### config.mk
export PLATFORM = sky130hd
export DESIGN_NAME = column_pattern_gen
export DESIGN_NICKNAME = d
export VERILOG_FILES = /design/src/rtl/column_pattern_gen.sv
export SDC_FILE = /design/constraint.sdc
export NUM_CORES = 1
export LEC_CHECK = 0
export CAP_MARGIN = 20
export CORE_MARGIN = 4
export CORE_UTILIZATION = 40
export CTS_BUF_LIST = sky130_fd_sc_hd__clkbuf_2
export DETAILED_ROUTE_END_ITERATION = 16
export PLACE_DENSITY = 0.68
export SLEW_MARGIN = 20
export SYNTH_ARGS = -nofsm -noshare
export SYNTH_HDL_FRONTEND = slang
export SYNTH_SLANG_ARGS = --single-unit
### constraint.sdc
create_clock -name clk -period 8.3 [get_ports clk]
set_input_delay 1.66 -clock clk [delete_from_list [all_inputs] [get_ports clk]]
set_output_delay 1.66 -clock clk [all_outputs]
set_load 0.05 [all_outputs]
### src/rtl/column_pattern_gen.sv
// column_pattern_gen: produces one wall column per request. The column has a
// gap of gw rows whose position comes from a 16-bit LFSR and stays within
// MAX_STEP rows of the previous gap. After 8 rejected draws the previous gap
// is kept, clamped so that it still fits inside the column.
module column_pattern_gen #(
  parameter  int ROWS     = 8,
  parameter  int MAX_STEP = 2,
  localparam int CW       = $clog2(ROWS)
) (
  input  logic            clk,
  input  logic            reset,
  input  logic            req,
  input  logic            seed_load,
  input  logic [15:0]     seed,
  input  logic [CW-1:0]   gap_w,
  output logic            valid,
  output logic            busy,
  output logic [ROWS-1:0] column,
  output logic [CW-1:0]   gap_pos
);

  typedef enum logic [1:0] {S_IDLE, S_DRAW, S_EMIT} state_t;

  localparam logic [CW:0]   L_ROWS  = (CW+1)'(ROWS);
  localparam logic [31:0]   L_STEP  = 32'(MAX_STEP);
  localparam logic [CW-1:0] L_GP_RST = CW'(ROWS/2 - 1);

  state_t          r_state;
  logic [15:0]     r_lfsr;
  logic [2:0]      r_retry;
  logic [CW-1:0]   r_gw;
  logic            r_valid;
  logic [ROWS-1:0] r_column;
  logic [CW-1:0]   r_gap_pos;

  logic [CW-1:0]   w_gw_clamp;
  logic [CW-1:0]   w_cand;
  logic [CW:0]     w_lim;
  logic [CW-1:0]   w_diff;
  logic            w_accept;
  logic            w_give_up;
  logic [CW-1:0]   w_fallback;
  logic [CW-1:0]   w_gp_next;
  logic [ROWS-1:0] w_gap_ones;
  logic [ROWS-1:0] w_col_next;
  logic [15:0]     w_lfsr_step;
  logic [15:0]     w_seed;

  // gap_w can never exceed ROWS-1 at this width, so only zero needs clamping
  assign w_gw_clamp  = (gap_w == '0) ? CW'(1) : gap_w;
  assign w_cand      = r_lfsr[CW-1:0];
  assign w_lim       = L_ROWS - {1'b0, r_gw};
  assign w_diff      = (w_cand >= r_gap_pos) ? (w_cand - r_gap_pos) : (r_gap_pos - w_cand);
  assign w_accept    = ({1'b0, w_cand} <= w_lim) && (32'(w_diff) <= L_STEP);
  assign w_give_up   = (r_retry == 3'd7);
  // lim < gap_pos < ROWS on the clamp path, so lim fits in CW bits there
  assign w_fallback  = ({1'b0, r_gap_pos} <= w_lim) ? r_gap_pos : w_lim[CW-1:0];
  assign w_gp_next   = w_accept ? w_cand : w_fallback;
  // gw ones at the bottom, moved up to the gap position, then inverted
  assign w_gap_ones  = {ROWS{1'b1}} >> w_lim;
  assign w_col_next  = ~(w_gap_ones << w_gp_next);
  assign w_lfsr_step = {r_lfsr[14:0], r_lfsr[15] ^ r_lfsr[13] ^ r_lfsr[12] ^ r_lfsr[10]};
  // an all-zero seed would lock the LFSR up
  assign w_seed      = (seed == 16'h0000) ? 16'h0001 : seed;

  assign valid   = r_valid;
  assign busy    = (r_state != S_IDLE);
  assign column  = r_column;
  assign gap_pos = r_gap_pos;

  // FSM, LFSR and registered column outputs
  always_ff @(posedge clk) begin
    if (reset) begin
      r_state   <= S_IDLE;
      r_lfsr    <= 16'hACE1;
      r_retry   <= 3'd0;
      r_gw      <= CW'(1);
      r_valid   <= 1'b0;
      r_column  <= '0;
      r_gap_pos <= L_GP_RST;
    end else begin
      r_valid <= 1'b0;
      if (seed_load)
        r_lfsr <= w_seed;
      else if (r_state == S_DRAW)
        r_lfsr <= w_lfsr_step;
      case (r_state)
        S_IDLE: begin
          if (req) begin
            r_state <= S_DRAW;
            r_gw    <= w_gw_clamp;
            r_retry <= 3'd0;
          end
        end
        S_DRAW: begin
          if (w_accept || w_give_up) begin
            r_state   <= S_EMIT;
            r_gap_pos <= w_gp_next;
            r_column  <= w_col_next;
            r_valid   <= 1'b1;
          end else begin
            r_retry <= r_retry + 3'd1;
          end
        end
        S_EMIT:  r_state <= S_IDLE;
        default: r_state <= S_IDLE;
      endcase
    end
  end

endmodule

==> results.rst, run 1 <==
.. list-table::
   :header-rows: 1

   * - Metric
     - Value
   * - GR Overflow Total
     - 0
   * - Row Count
     - 27
   * - Standard cell with the maximum stage delay on the critical path
     - dfxtp_1
   * - Placeable core region
     - 0.00547 sq mm
   * - Area fraction of the dominant cell type after synthesis
     - 32.0%
   * - Post-layout net count
     - 365
   * - Status
     - complete, no violations
   * - Count of distinct cell types in the synthesized netlist
     - 52
   * - Syn Std Cell Area
     - 0.00225 sq mm
   * - Total vias in the final route
     - about 2100
   * - WL met2
     - 2.39 mm
   * - DR top layer
     - met4
   * - Buffers and inverters on the worst path
     - 2
   * - Most common cell after layout, fill and taps aside
     - nand2_1
   * - Number of pins with negative max-slew slack in the final report
     - 0
   * - Power density of the placed cells
     - ~380 mW/mm^2
   * - TritonCTS sink count
     - 36
   * - Ys async rst share
     - 0%
   * - TNS Setup
     - 0 ns
   * - Root Driver
     - clkbuf_2
   * - Layout area overhead
     - 19.6%
   * - Number of routed nets with antenna violations
     - 0
   * - WS Path Type
     - reg2reg
   * - Antenna violations before repair
     - 0
   * - Most frequent cell on the critical path
     - ha_1
   * - Boundary Pins
     - 36
   * - Placed Cells incl. Taps
     - 389
   * - Horizontal extent of the die
     - 83.1 microns
   * - Share of layout cells above drive strength 1
     - 7.72%
   * - First drt pass iteration count
     - 4
   * - Endpoint arrival time on the critical path
     - 3.75 ns
   * - Initial Util
     - between 40 and 50%
   * - RSZ-0062 raised after global routing
     - no
   * - Number of warnings reported in the yosys synthesis log
     - 0
   * - Routed length per placed instance
     - 13.4 microns
   * - Sequential fraction of the synthesis area
     - 32.0%
   * - Transition time at the pin with the least slew margin
     - around 0.93 ns
   * - Global-route wire length before repair
     - around 9.1 mm
   * - Clock latency at the later pin of the worst-skew pair
     - 0.39 ns
   * - Post-Route Utilization
     - 49.3%
   * - Routability congestion estimate from global placement
     - around 0.9
   * - Largest net degree at the start of global routing
     - 25
   * - Maximum clock frequency
     - 287 MHz
   * - MaxCap Viol Count
     - 0
   * - Number of nets in the synthesized netlist
     - 332
   * - HPWL after DPL
     - between 4 and 5 mm
   * - Total CTS buffers
     - 5
   * - Vertical extent of the die
     - 83.1 microns
   * - Number of flip-flops and latches in the synthesized netlist
     - 36
   * - Wire length on met1
     - 2.56 mm
   * - Max FO, Critical Path
     - 9
   * - Kind of start point of the critical path
     - register
   * - Series of cell instances along the critical path
     - inv_2, ha_1, inv_1, ha_1, ha_1, and3b_1, o21ai_1, nand2b_1, o21ai_0, mux2_4, mux2_4, a211oi_1, a211oi_1
   * - Dominant cell type by area after synthesis
     - dfxtp_1
   * - Worst min path class
     - reg2reg
   * - Worst clock skew on the final layout
     - about 0.031 ns
   * - Max stage delay on crit path
     - 0.51 ns
   * - Count of instances resized after the clock tree is built
     - 0
   * - Via count normalized by instance count
     - between 5 and 6
   * - ANT cells
     - 0
   * - EDFF count, synth
     - 0
   * - Floorplan die area
     - 0.00690 sq mm
   * - Commonest non-fill, non-tap cells in the layout
     - 53 x nand2_1, 36 x dfxtp_1, 35 x clkdlybuf4s50_1
   * - Initial DRC count
     - 110
   * - DRC errors left
     - 0
   * - Worst-case clock buffer depth
     - 2
   * - Top post-synthesis cells by area
     - dfxtp_1 32%, ha_1 8.9%, nand2_1 8.8%
   * - Predominant post-synthesis flop cell
     - dfxtp_1
   * - CP delay by family, top
     - adder cells
   * - Depth of the CTS H-tree
     - 2
   * - Kind of capture point of the worst setup path
     - register
   * - Final min period
     - 3.48 ns
   * - Setup violation total in the final timing report
     - 0
   * - Count of port buffers added during placement
     - 35
   * - Hold buffer count at CTS
     - 0
   * - Total Wirelength
     - 5.29 mm
   * - TritonCTS clock tree
     - yes
   * - Worst EP required
     - around 8.6 ns
   * - Final hold violation count
     - 0
   * - Worst-case vdd ir drop
     - 0.140 mV
   * - CTS clk-pin slew, worst paths
     - 0.20 ns
   * - Number of standard cells after synthesis
     - between 200 and 300
   * - Final cell count without fillers
     - 396
   * - Mean area per synthesized cell
     - 7.75 sq um
   * - Worst-case headroom to the max-slew limit
     - 37.9%
   * - Final critical-path share of the clock period
     - a little over two fifths
   * - Post-CTS setup repair buffer count
     - 0
   * - Global-route total usage across every layer
     - ~16%
   * - Met3 wire len
     - 280 microns
   * - Static power due to leakage
     - 1.10 nW
   * - Vias in the first global route
     - 1972
==> power by group <==
group,leakage [nW],switching (mW),internal (mW)
sequential,0.296,0.0300,0.210
clock,0.0239,0.0568,0.0174
combinational,0.780,0.430,0.272
total,1.10,0.516,0.499
==> final cells by class <==
class                      instances  area [sq um]
fill                             578          2780
multi-input combinational        229          1440
sequential                        36           721
timing repair buffer              36           358
tap                               72          90.1
inverter                          16          60.1
clock buffer                       5          25.0
clock inverter                     2          7.51
==> worst min-delay path, delay by kind of cell (launching register included) <==
family	cells	cell delay, ns
flops	1	0.35
simple gates	1	0.05
compound gates	1	0.05
==> path summary, 6_finish.rpt <==
check,to,startpoint,cells past startpoint,slack (ns)
worst max register to register,column[3]$_SDFFE_PP0P_,r_gw[0]$_SDFFE_PP1P_,13,4.82
worst min-delay path,r_retry[2]$_SDFFE_PP0P_,r_retry[2]$_SDFFE_PP0P_,2,0.47
worst min register to register,r_retry[2]$_SDFFE_PP0P_,r_retry[2]$_SDFFE_PP0P_,2,0.47
worst max-delay path,column[3]$_SDFFE_PP0P_,r_gw[0]$_SDFFE_PP1P_,13,4.82
==> cells in the mapped netlist (all sizes together), types with 3 or more instances <==
cell type	n
o211ai	6
nand3	13
nor2	25
nor3	8
mux2	4
nand2b	3
inv	16
mux2i	3
ha	16
clkbuf	10
a21oi	28
nor2b	4
a211oi	5
dfxtp	36
o21ai	24
nand2	54
xor2	3
nor4	4
==> stage by stage <==
step	total power [mW]	area [sq um]	hold WS [ns]	setup slack, ns
2_1_floorplan	0.776	2250	0.436	5.28
3_3_place_gp	0.931	2670	0.442	4.65
3_5_place_dp	0.938	2670	0.449	4.64
4_1_cts	1.01	2700	0.469	4.85
5_1_grt	1.10	2700	0.491	4.52
6_report	1.02	2700	0.467	4.82
==> cells by family after synthesis <==
logic type | after synthesis | share of synthesized area, %
XOR/XNOR | 5 | 1.94
AO/OA/AOI/OAI | 78 | 21.7
buffers and inverters | 26 | 4.33
multiplexers | 7 | 4.00
AND/OR/NAND/NOR | 121 | 25.4
flip-flops | 36 | 32.0
adder cells (fa/ha/maj) | 18 | 10.7
==> sequential cells by signal (all words and copies together) (netlist names) <==
register and count:
column 8, r_gw 3, r_lfsr 16, r_state 2
valid 1, gap_pos 3, r_retry 3
==> routing by layer <==
metal	GRT usage (%)	vias up
met5	0	-
met4	5.20	0
met3	3.17	4
met2	25.0	59
met1	21.1	973
li1	-	1086
No activity file was read; power rests on OpenSTA's default activity.
==> run 2: changes to the inputs <==
--- a/config.mk
+++ b/config.mk
@@ -10,7 +10,7 @@
 export CORE_UTILIZATION = 40
 export CTS_BUF_LIST = sky130_fd_sc_hd__clkbuf_2
 export DETAILED_ROUTE_END_ITERATION = 16
-export PLACE_DENSITY = 0.68
+export PLACE_DENSITY = 0.7
 export SLEW_MARGIN = 20
 export SYNTH_ARGS = -nofsm -noshare
 export SYNTH_HDL_FRONTEND = slang
==> constraint.sdc (replaced) <==
create_clock -name clk -period 2.9 [get_ports clk]
set_input_delay 0.58 -clock clk [delete_from_list [all_inputs] [get_ports clk]]
set_output_delay 0.58 -clock clk [all_outputs]
set_load 0.05 [all_outputs]
==> results.rst, run 2 (synthesized netlist as in run 1, its figures left out) <==
.. list-table::
   :header-rows: 1

   * - Metric
     - Value
   * - Status
     - finished with violations (was complete, no violations)
   * - Violated checks
     - setup timing
   * - Transition time at the pin with the least slew margin
     - 0.664 ns (was 0.930 ns)
   * - Final critical-path share of the clock period
     - 102% (was 41.9%)
   * - WS Path Type
     - reg2reg (unchanged)
   * - Commonest non-fill, non-tap cells in the layout
     - 53 x nand2_1, 35 x clkdlybuf4s50_1, 30 x dfxtp_1 (was 53 x nand2_1, 36 x dfxtp_1, 35 x clkdlybuf4s50_1)
   * - HPWL after DPL
     - 4.29 mm (was 4.00 mm)
   * - Root Driver
     - clkbuf_2 (unchanged)
   * - Global-route total usage across every layer
     - 16.9% (was 15.7%)
   * - Fill cell count
     - 514 (was 578)
   * - Worst EP required
     - 3.21 ns (was 8.56 ns)
   * - Number of pins with negative max-slew slack in the final report
     - 0 (unchanged)
   * - Initial Util
     - 41.2% (unchanged)
   * - Maximum clock frequency
     - 338 MHz (was 287 MHz)
   * - Internal power consumption
     - 1.99 mW (was 0.499 mW)
   * - Setup WS post-layout
     - -0.0564 ns (was 4.82 ns)
   * - Buffers and inverters on the worst path
     - 3 (was 2)
   * - Static power due to leakage
     - 1.27 nW (was 1.10 nW)
   * - Placeable core region
     - 0.00547 sq mm (unchanged)
   * - Initial DRC count
     - 163 (was 110)
   * - Max stage delay on crit path
     - 0.36 ns (was 0.51 ns)
   * - Seq pwr share
     - 17.8% (was 23.6%)
   * - Share of layout cells above drive strength 1
     - 24.1% (was 7.72%)
   * - Most frequent cell on the critical path
     - ha_4 (was ha_1)
   * - Horizontal extent of the die
     - 83.1 microns (unchanged)
   * - Hold buffer count at CTS
     - 0 (unchanged)
   * - Worst clock skew on the final layout
     - 0.0187 ns (was 0.0314 ns)
   * - Placed Cells incl. Taps
     - 412 (was 389)
   * - TritonCTS sink count
     - 36 (unchanged)
   * - Boundary Pins
     - 36 (unchanged)
   * - Count of port buffers added during placement
     - 35 (unchanged)
   * - Total Wirelength
     - 6.12 mm (was 5.29 mm)
   * - Final hold violation count
     - 0 (unchanged)
   * - TritonCTS clock tree
     - yes (unchanged)
   * - Post-layout net count
     - 394 (was 365)
   * - Routed length per placed instance
     - 14.4 microns (was 13.4 microns)
   * - Vertical extent of the die
     - 83.1 microns (unchanged)
   * - Vias in the first global route
     - 2168 (was 1972)
   * - Share of total power in combinational logic
     - 76.2% (was 69.1%)
   * - DRC errors left
     - 0 (unchanged)
   * - Endpoint arrival time on the critical path
     - 3.26 ns (was 3.75 ns)
   * - Clock power frac
     - 6.0% (was 7.3%)
   * - Largest net degree at the start of global routing
     - 21 (was 25)
   * - Layout area overhead
     - 37.2% (was 19.6%)
   * - RSZ-0062 raised after global routing
     - yes (was no)
   * - Switching pwr
     - 1.80 mW (was 0.516 mW)
   * - Series of cell instances along the critical path
     - inv_2, ha_4, inv_2, ha_4, ha_4, and3b_2, o21ai_4, nand2b_4, o21ai_4, mux2_4, buf_6, o211ai_1, a31oi_1, o41ai_2 (was inv_2, ha_1, inv_1, ha_1, ha_1, and3b_1, o21ai_1, nand2b_1, o21ai_0, mux2_4, mux2_4, a211oi_1, a211oi_1)
   * - Routability congestion estimate from global placement
     - 0.899 (was 0.907)
   * - Total design power
     - 3.79 mW (was 1.02 mW)
   * - Worst min path class
     - reg2reg (unchanged)
   * - Number of routed nets with antenna violations
     - 0 (unchanged)
   * - Kind of capture point of the worst setup path
     - register (unchanged)
   * - Global-route wire length before repair
     - 9.78 mm (was 9.05 mm)
   * - Clock latency at the later pin of the worst-skew pair
     - 0.38 ns (was 0.39 ns)
   * - ANT cells
     - 0 (unchanged)
   * - Final cell count without fillers
     - 425 (was 396)
   * - Final min period
     - 2.96 ns (was 3.48 ns)
   * - Via count normalized by instance count
     - 5.45 (was 5.36)
   * - Depth of the CTS H-tree
     - 2 (unchanged)
   * - Most common cell after layout, fill and taps aside
     - nand2_1 (unchanged)
   * - Worst-case clock buffer depth
     - 2 (unchanged)
   * - Min Hold Slack
     - 0.475 ns (was 0.467 ns)
   * - Antenna violations before repair
     - 0 (unchanged)
   * - First drt pass iteration count
     - 4 (unchanged)
   * - Total vias in the final route
     - 2318 (was 2122)
   * - Row Count
     - 27 (unchanged)
   * - Setup WS pre-CTS
     - -0.0572 ns (was 4.64 ns)
   * - CP delay by family, top
     - compound AO/OA/AOI/OAI gates (was adder cells)
   * - Total CTS buffers
     - 5 (unchanged)
   * - Kind of start point of the critical path
     - register (unchanged)
   * - CTS clk-pin slew, worst paths
     - 0.19 ns (was 0.20 ns)
   * - Largest register by flop count
     - r_lfsr (unchanged)
   * - Worst-case vdd ir drop
     - 0.575 mV (was 0.140 mV)
   * - MaxCap Viol Count
     - 0 (unchanged)
   * - Max FO, Critical Path
     - 5 (was 9)
   * - Worst-case headroom to the max-slew limit
     - 55.7% (was 37.9%)
   * - Power density of the placed cells
     - 1220 mW/mm^2 (was 376 mW/mm^2)
   * - GR Overflow Total
     - 0 (unchanged)
   * - Floorplan die area
     - 0.00690 sq mm (unchanged)
   * - Standard cell with the maximum stage delay on the critical path
     - dfxtp_2 (was dfxtp_1)
   * - Setup violation total in the final timing report
     - 1 (was 0)
   * - Max reg flops
     - 16 (unchanged)
   * - Switching part of the total power
     - 47.5% (was 50.9%)
run 2: cell count changes in the layout (fill, tap and decap cells not counted), sizes merged:
cell and change:
buf +29, clkbuf +1, clkinv -1
run 2: worst paths after layout:
check | to | startpoint | cells after the start | slack [ns]
worst min-delay path | r_retry[2]$_SDFFE_PP0P_ | r_retry[2]$_SDFFE_PP0P_ | 2 | 0.48
worst max register to register | column[7]$_SDFFE_PP0P_ | r_gw[0]$_SDFFE_PP1P_ | 14 | -0.06
worst min register to register | r_retry[2]$_SDFFE_PP0P_ | r_retry[2]$_SDFFE_PP0P_ | 2 | 0.48
worst max-delay path | column[7]$_SDFFE_PP0P_ | r_gw[0]$_SDFFE_PP1P_ | 14 | -0.06
run 2: repair_timing:
action                                  CTS  global route
setup buffers                             0             6
hold endpoints to repair                  0             0
pin swaps                                 1             9
gates resized for setup                   1            29
endpoints found under the setup margin    4             9
run 2: worst reg2reg max path: stages, from the launching register on:
cell,delay [ns]
dfxtp_2,0.36
inv_2,0.07
ha_4,0.14
inv_2,0.04
ha_4,0.30
ha_4,0.21
and3b_2,0.22
o21ai_4,0.22
nand2b_4,0.19
o21ai_4,0.07
mux2_4,0.31
buf_6,0.13
o211ai_1,0.19
a31oi_1,0.14
o41ai_2,0.31
run 2: stage by stage:
step / utilization (%) / setup TNS, ns / cell area [sq um]
after floorplan: - / 0 / 2290
after global placement: 52.5 / 0 / 2870
after detailed placement: 52.5 / -0.133 / 2870
after CTS: 53.3 / 0 / 2920
after global routing: 56.5 / -0.550 / 3090
final: 56.5 / -0.0564 / 3090
run 2: power by group through the flow:
stage | Sequential [mW] | Combinational [mW] | Clock (mW)
2_1_floorplan | 0.912 | 1.34 | 0
3_3_place_gp | 0.685 | 2.23 | 0
3_5_place_dp | 0.685 | 2.26 | 0
4_1_cts | 0.674 | 2.27 | 0.232
5_1_grt | 0.691 | 3.10 | 0.248
6_report | 0.675 | 2.89 | 0.227
run 2: final cells by class:
| cell class | instances | area [sq um] | share of cell area (%) |
|---|---|---|---|
| Multi-Input combinational cell | 229 | 1590 | 51.3 |
| Clock inverter | 1 | 5.00 | 0.162 |
| Tap cell | 72 | 90.1 | 2.91 |
| Inverter | 16 | 60.1 | 1.94 |
| Sequential cell | 36 | 728 | 23.5 |
| Timing Repair Buffer | 65 | 592 | 19.1 |
| Clock buffer | 6 | 30.0 | 0.971 |
run 2: routing by layer:
metal / wire length, microns / GRT usage, % / share of wire (%)
met1: 2690 / 21.9 / 44
met2: 3060 / 28.0 / 50
met3: 306 / 3.67 / 5.0
met4: 70 / 4.90 / 1.1
met5: 0 / 0 / 0
